==> src/rtl/j68_pkg.sv <==
// j68_pkg: shared decode-issue types, widths, opcode-to-ROM address map and line-A/F constants.
package j68_pkg;
   localparam int DEC_W_DEFAULT = 36;
   localparam int ADDR_W = 8;
   localparam logic [3:0] LINE_A = 4'hA;
   localparam logic [3:0] LINE_F = 4'hF;
   typedef enum logic {IDLE, VALID} state_t;
   function automatic logic [ADDR_W-1:0] dec_addr(input logic [15:0] op);
      return {op[15:12], op[8:6], op[5]};
   endfunction
endpackage

==> src/rtl/j68_dec_issue.sv <==
// j68_dec_issue: holds one opcode, addresses the 1-cycle decode ROM and presents the word to the microsequencer.
// Define J68_DEC_PIPE_EN to accept a new opcode in the same cycle the held word is consumed.
module j68_dec_issue
   import j68_pkg::*;
#(
   parameter int DEC_W = DEC_W_DEFAULT
) (
   input  logic              clock,
   input  logic              reset_n,
   input  logic              in_valid,
   output logic              in_ready,
   input  logic [15:0]       in_opcode,
   input  logic              flush,
   output logic [ADDR_W-1:0] rom_addr,
   input  logic [DEC_W-1:0]  rom_q,
   output logic              out_valid,
   input  logic              out_ready,
   output logic [DEC_W-1:0]  out_word,
   output logic [15:0]       out_opcode,
   output logic              out_line_a,
   output logic              out_line_f
);
   state_t state_q, state_d;
   logic [15:0] op_q, op_d;
   logic can_take, in_fire;
   always_comb begin
`ifdef J68_DEC_PIPE_EN
      can_take = (state_q == IDLE) | out_ready;
`else
      can_take = (state_q == IDLE);
`endif
      in_ready = reset_n & ~flush & can_take;
      in_fire = in_valid & in_ready;
      op_d = in_fire ? in_opcode : op_q;
      // flush outranks both handshakes; a fire while consuming keeps VALID with the new opcode
      state_d = flush ? IDLE : in_fire ? VALID : (state_q == VALID && out_ready) ? IDLE : state_q;
      rom_addr = dec_addr(op_d);
   end
   always_ff @(posedge clock) begin
      if (!reset_n) begin
         state_q <= IDLE;
         op_q <= 16'h0000;
      end else begin
         state_q <= state_d;
         op_q <= op_d;
      end
   end
   assign out_valid = (state_q == VALID);
   assign out_word = rom_q;
   assign out_opcode = op_q;
   assign out_line_a = (op_q[15:12] == LINE_A);
   assign out_line_f = (op_q[15:12] == LINE_F);
endmodule

==> config.mk <==
export PLATFORM = sky130hd
export DESIGN_NAME = j68_dec_issue
export DESIGN_NICKNAME = d
export VERILOG_FILES = /design/src/rtl/j68_pkg.sv /design/src/rtl/j68_dec_issue.sv
export SDC_FILE = /design/constraint.sdc
export NUM_CORES = 1
export LEC_CHECK = 0
export ABC_AREA = 1
export ABC_CLOCK_PERIOD_IN_PS = 1300
export BUFFER_PORTS_ARGS = -buffer_cell sky130_fd_sc_hd__clkbuf_2
export CAP_MARGIN = 20
export CORE_MARGIN = 3
export CORE_UTILIZATION = 35
export DETAILED_ROUTE_END_ITERATION = 16
export PLACE_DENSITY = 0.8
export SYNTH_ARGS = -nofsm -noshare
export SYNTH_HDL_FRONTEND = slang
export SYNTH_SLANG_ARGS = --single-unit
==> constraint.sdc <==
create_clock -name clock -period 1.3 [get_ports clock]
set_clock_uncertainty 0.05 [all_clocks]
set_input_delay 0.195 -clock clock [delete_from_list [all_inputs] [get_ports clock]]
set_output_delay 0.195 -clock clock [all_outputs]
set_load 0.005 [all_outputs]
==> run summary <==
Outcome: finished, violations left
Violated checks: setup timing
Total number of clock tree sinks: 17
Part of the cycle the worst path needs: 109.1%
Layout Area Growth over Synthesis: 15.97%
Maximum number of pins on one net before global-route repair: 11
Final setup violation count: 10
Flip-flop and latch count after synthesis: 17
Number of global-route vias before repair: 948
Logic depth of the worst register-to-register path: 6
Worst Path Required: 1.05 ns
Slew Limit Fails: 0
Worst relative slew slack: 85.66%
Maximum number of buffers from clock root to sink: 2
Fraction of final layout cells with drive strength greater than 1: 42.49%
Share of the yosys chip area belonging to registers: 29.34%
Global-route usage over all layers: 12.02%
Number of CTS-inserted buffers: 3
Worst slack at placement: 0.07853 ns
Flop2flop setup slack: 0.24 ns
MaxCap Viol Count: 0
Average routed wire per standard cell: 10.27 um
Fin nets: 251
Count of placed standard cells including taps: 227
Register area: 346.6 sq um
Wire length of the first global-routing pass: 3.995 mm
Critical Path Sink Type: output port
Number of design-rule violations left by the first detailed-router iteration: 42
Overall via count from detail_route: 1012
Worst-margin pin slew: 0.2148 ns
Number of top-level design ports: 121
Areal power density over the cells: 832.2 nW/um^2
Pre-Repair DR Iteration Count: 4
Area occupied by multi-input gates: 416.7 sq um
Die Wd: 63.57 um
Highest clock rate: 704.9 MHz
TritonCTS clock tree: yes
Time the worst path needs with I/O delays and setup: 1.419 ns
DRT antenna net count: 0
Leak: 0.8199 nW
Routability cong.: 0.7393
Net count of the mapped netlist: 225
Worst hold path class: in -> reg
Crit path launch type: register
Yosys warning total: 0
Final Worst Setup Slack: -0.1186 ns
Sequential power share: 50.6%
Setup CP Type: reg -> out
Worst-skew pair later-pin latency: 0.28 ns
Count of distinct cell types in the synthesized netlist: 14
Buffer cell driving the clock tree root: sky130_fd_sc_hd__clkbuf_4
Worst ir drop on vdd: 0.0002768 V
H-Tree Depth: 1
Mapped cell area: 1160 sq um
Net switching component of the power: 0.0003233 W
Overflow left after global routing: 0
Placement Cell Area: 1221 sq um
Antenna violations before repair: 0
Clock power frac: 24.8%
Vias per cell: 4.270
Finished Layout Cells: 237
Core area: 3103 sq um
Clock-pin slew reported for the worst setup and hold paths after clock tree synthesis: 0.09 ns
Die Footprint: 4041 sq um
Final core utilization: 43.35%
Wire length reported by the detailed router: 2.434 mm
HPWL reported at the end of detailed placement: 1.889 mm
Synthesized area per cell: 6.904 sq um
Internal power: 0.0007961 W
Buffers on Ports: 48
FP Rows: 20
Worst-path maximum fanout: 10
Comb pwr share: 24.6%
Post-Synthesis Cells: 168
Summed area of non-filler cells in the final layout: 1345 sq um
Chip Height: 63.57 um
Endpoint of the worst hold-timing path: out_valid
DRC violations left: 0
Switching Share: 28.88%
Starting utilization of the core area: 37.38%
CP Data Arrival Time: 1.17 ns
Number of fill cells in the layout: 342
Final number of hold-violating endpoints: 0
Start of the worst register-to-register path: out_valid
Number of antenna diodes: 0
Min-delay src: out_ready
Hold Path Cell Cnt: 4
Setup repair after global routing missed its margin: yes
Reg-to-reg endpoint: out_opcode[3]
-- power by group through the flow --
| stage | Clock, W | Sequential (W) | Combinational, W |
|---|---|---|---|
| detailed placement | 0 | 0.000574 | 0.000252 |
| finish | 0.000277 | 0.000566 | 0.000276 |
| floorplan | 0 | 0.000576 | 0.000222 |
| global route | 0.000309 | 0.000571 | 0.000313 |
| global placement | 0 | 0.000573 | 0.000247 |
| CTS | 0.000289 | 0.000565 | 0.000262 |
-- synth_stat cells --
| cell | instances | area [sq um] |
|---|---|---|
| sky130_fd_sc_hd__nand2_1 | 26 | 97.59 |
| sky130_fd_sc_hd__nand4_1 | 16 | 100.1 |
| sky130_fd_sc_hd__nor2_4 | 1 | 11.26 |
| sky130_fd_sc_hd__nor2_8 | 1 | 20.02 |
| sky130_fd_sc_hd__inv_2 | 2 | 7.510 |
| sky130_fd_sc_hd__nor4_1 | 2 | 12.51 |
| sky130_fd_sc_hd__buf_2 | 2 | 10.01 |
| sky130_fd_sc_hd__inv_1 | 35 | 131.4 |
| sky130_fd_sc_hd__nand3_4 | 1 | 17.52 |
| sky130_fd_sc_hd__buf_6 | 1 | 11.26 |
| sky130_fd_sc_hd__nand4_4 | 1 | 21.27 |
| sky130_fd_sc_hd__dfxtp_1 | 17 | 340.3 |
| sky130_fd_sc_hd__nor2_1 | 25 | 93.84 |
| sky130_fd_sc_hd__buf_4 | 38 | 285.3 |
-- per-stage QoR --
| stage | TNS [ns] | total power, W | hold slack (ns) |
|---|---|---|---|
| global placement | 0 | 0.0008199 | 0.3400 |
| global route | -1.766 | 0.001193 | 0.09688 |
| floorplan | 0 | 0.0007979 | 0.3083 |
| finish | -0.9159 | 0.001119 | 0.09771 |
| detailed placement | 0 | 0.0008253 | 0.3400 |
| CTS | -1.067 | 0.001116 | 0.09124 |
-- cells by family after synthesis --
kind of cell,count (synthesis),share of synthesized area [%]
and+or+nand+nor,73,32.25
DFF,17,29.34
buffers and inverters,78,38.40
-- cells in the final DEF (no fill, tap or decap), drive strengths merged --
| cell type | instances |
|---|---|
| clkbuf | 49 |
| nor2 | 27 |
| inv | 37 |
| nand4 | 18 |
| buf | 16 |
| nand3 | 1 |
| nor4 | 2 |
| dfxtp | 17 |
| nand2 | 26 |
-- flip-flops by register name, indices dropped and copies added (netlist names) --
| name | count |
|---|---|
| out_opcode | 16 |
| out_valid | 1 |
-- layout make-up --
| type | instances | share of cell area (%) |
|---|---|---|
| Timing Repair Buffer | 61 | 26.51 |
| Sequential cell | 17 | 25.77 |
| Clock buffer | 4 | 1.953 |
| Tap cell | 44 | 4.093 |
| Inverter | 37 | 10.70 |
| Multi-Input combinational cell | 74 | 30.98 |
-- worst max-delay path by stage --
stage | start | end | slack, ns | cells after the start
detailed placement | flush | rom_addr[6] | 0.08 | 7
global placement | flush | rom_addr[2] | 0.10 | 7
finish | out_valid | rom_addr[6] | -0.12 | 6
floorplan | out_valid | rom_addr[6] | 0.17 | 5
CTS | out_valid | rom_addr[2] | -0.13 | 6
global route | out_valid | rom_addr[6] | -0.22 | 6
-- routing by layer --
metal  GRT usage (%)  share of wire, %  up-vias  wire length, um
met1           14.05                42      450             1029
li1                -                 -      525                -
met2           18.90                45       25             1105
met3           3.030               9.1       12              222
met4           8.625               3.2        0               77
met5               0                 0        -                0
-- critical path: stages (launching register included) --
cell and delay (ns):
sky130_fd_sc_hd__dfxtp_2 0.34, sky130_fd_sc_hd__inv_4 0.09, sky130_fd_sc_hd__buf_12 0.13, sky130_fd_sc_hd__nand4_1 0.08
sky130_fd_sc_hd__nand2_1 0.10, sky130_fd_sc_hd__inv_1 0.05, sky130_fd_sc_hd__clkbuf_2 0.10
-- repair_timing --
item	CTS	global route
hold buffers	0	0
setup buffers	3	2
cloned	0	1
gates resized for setup	11	8
setup endpoints to repair	11	11
pin swaps	1	5
Power figures use the tool's default switching activity.
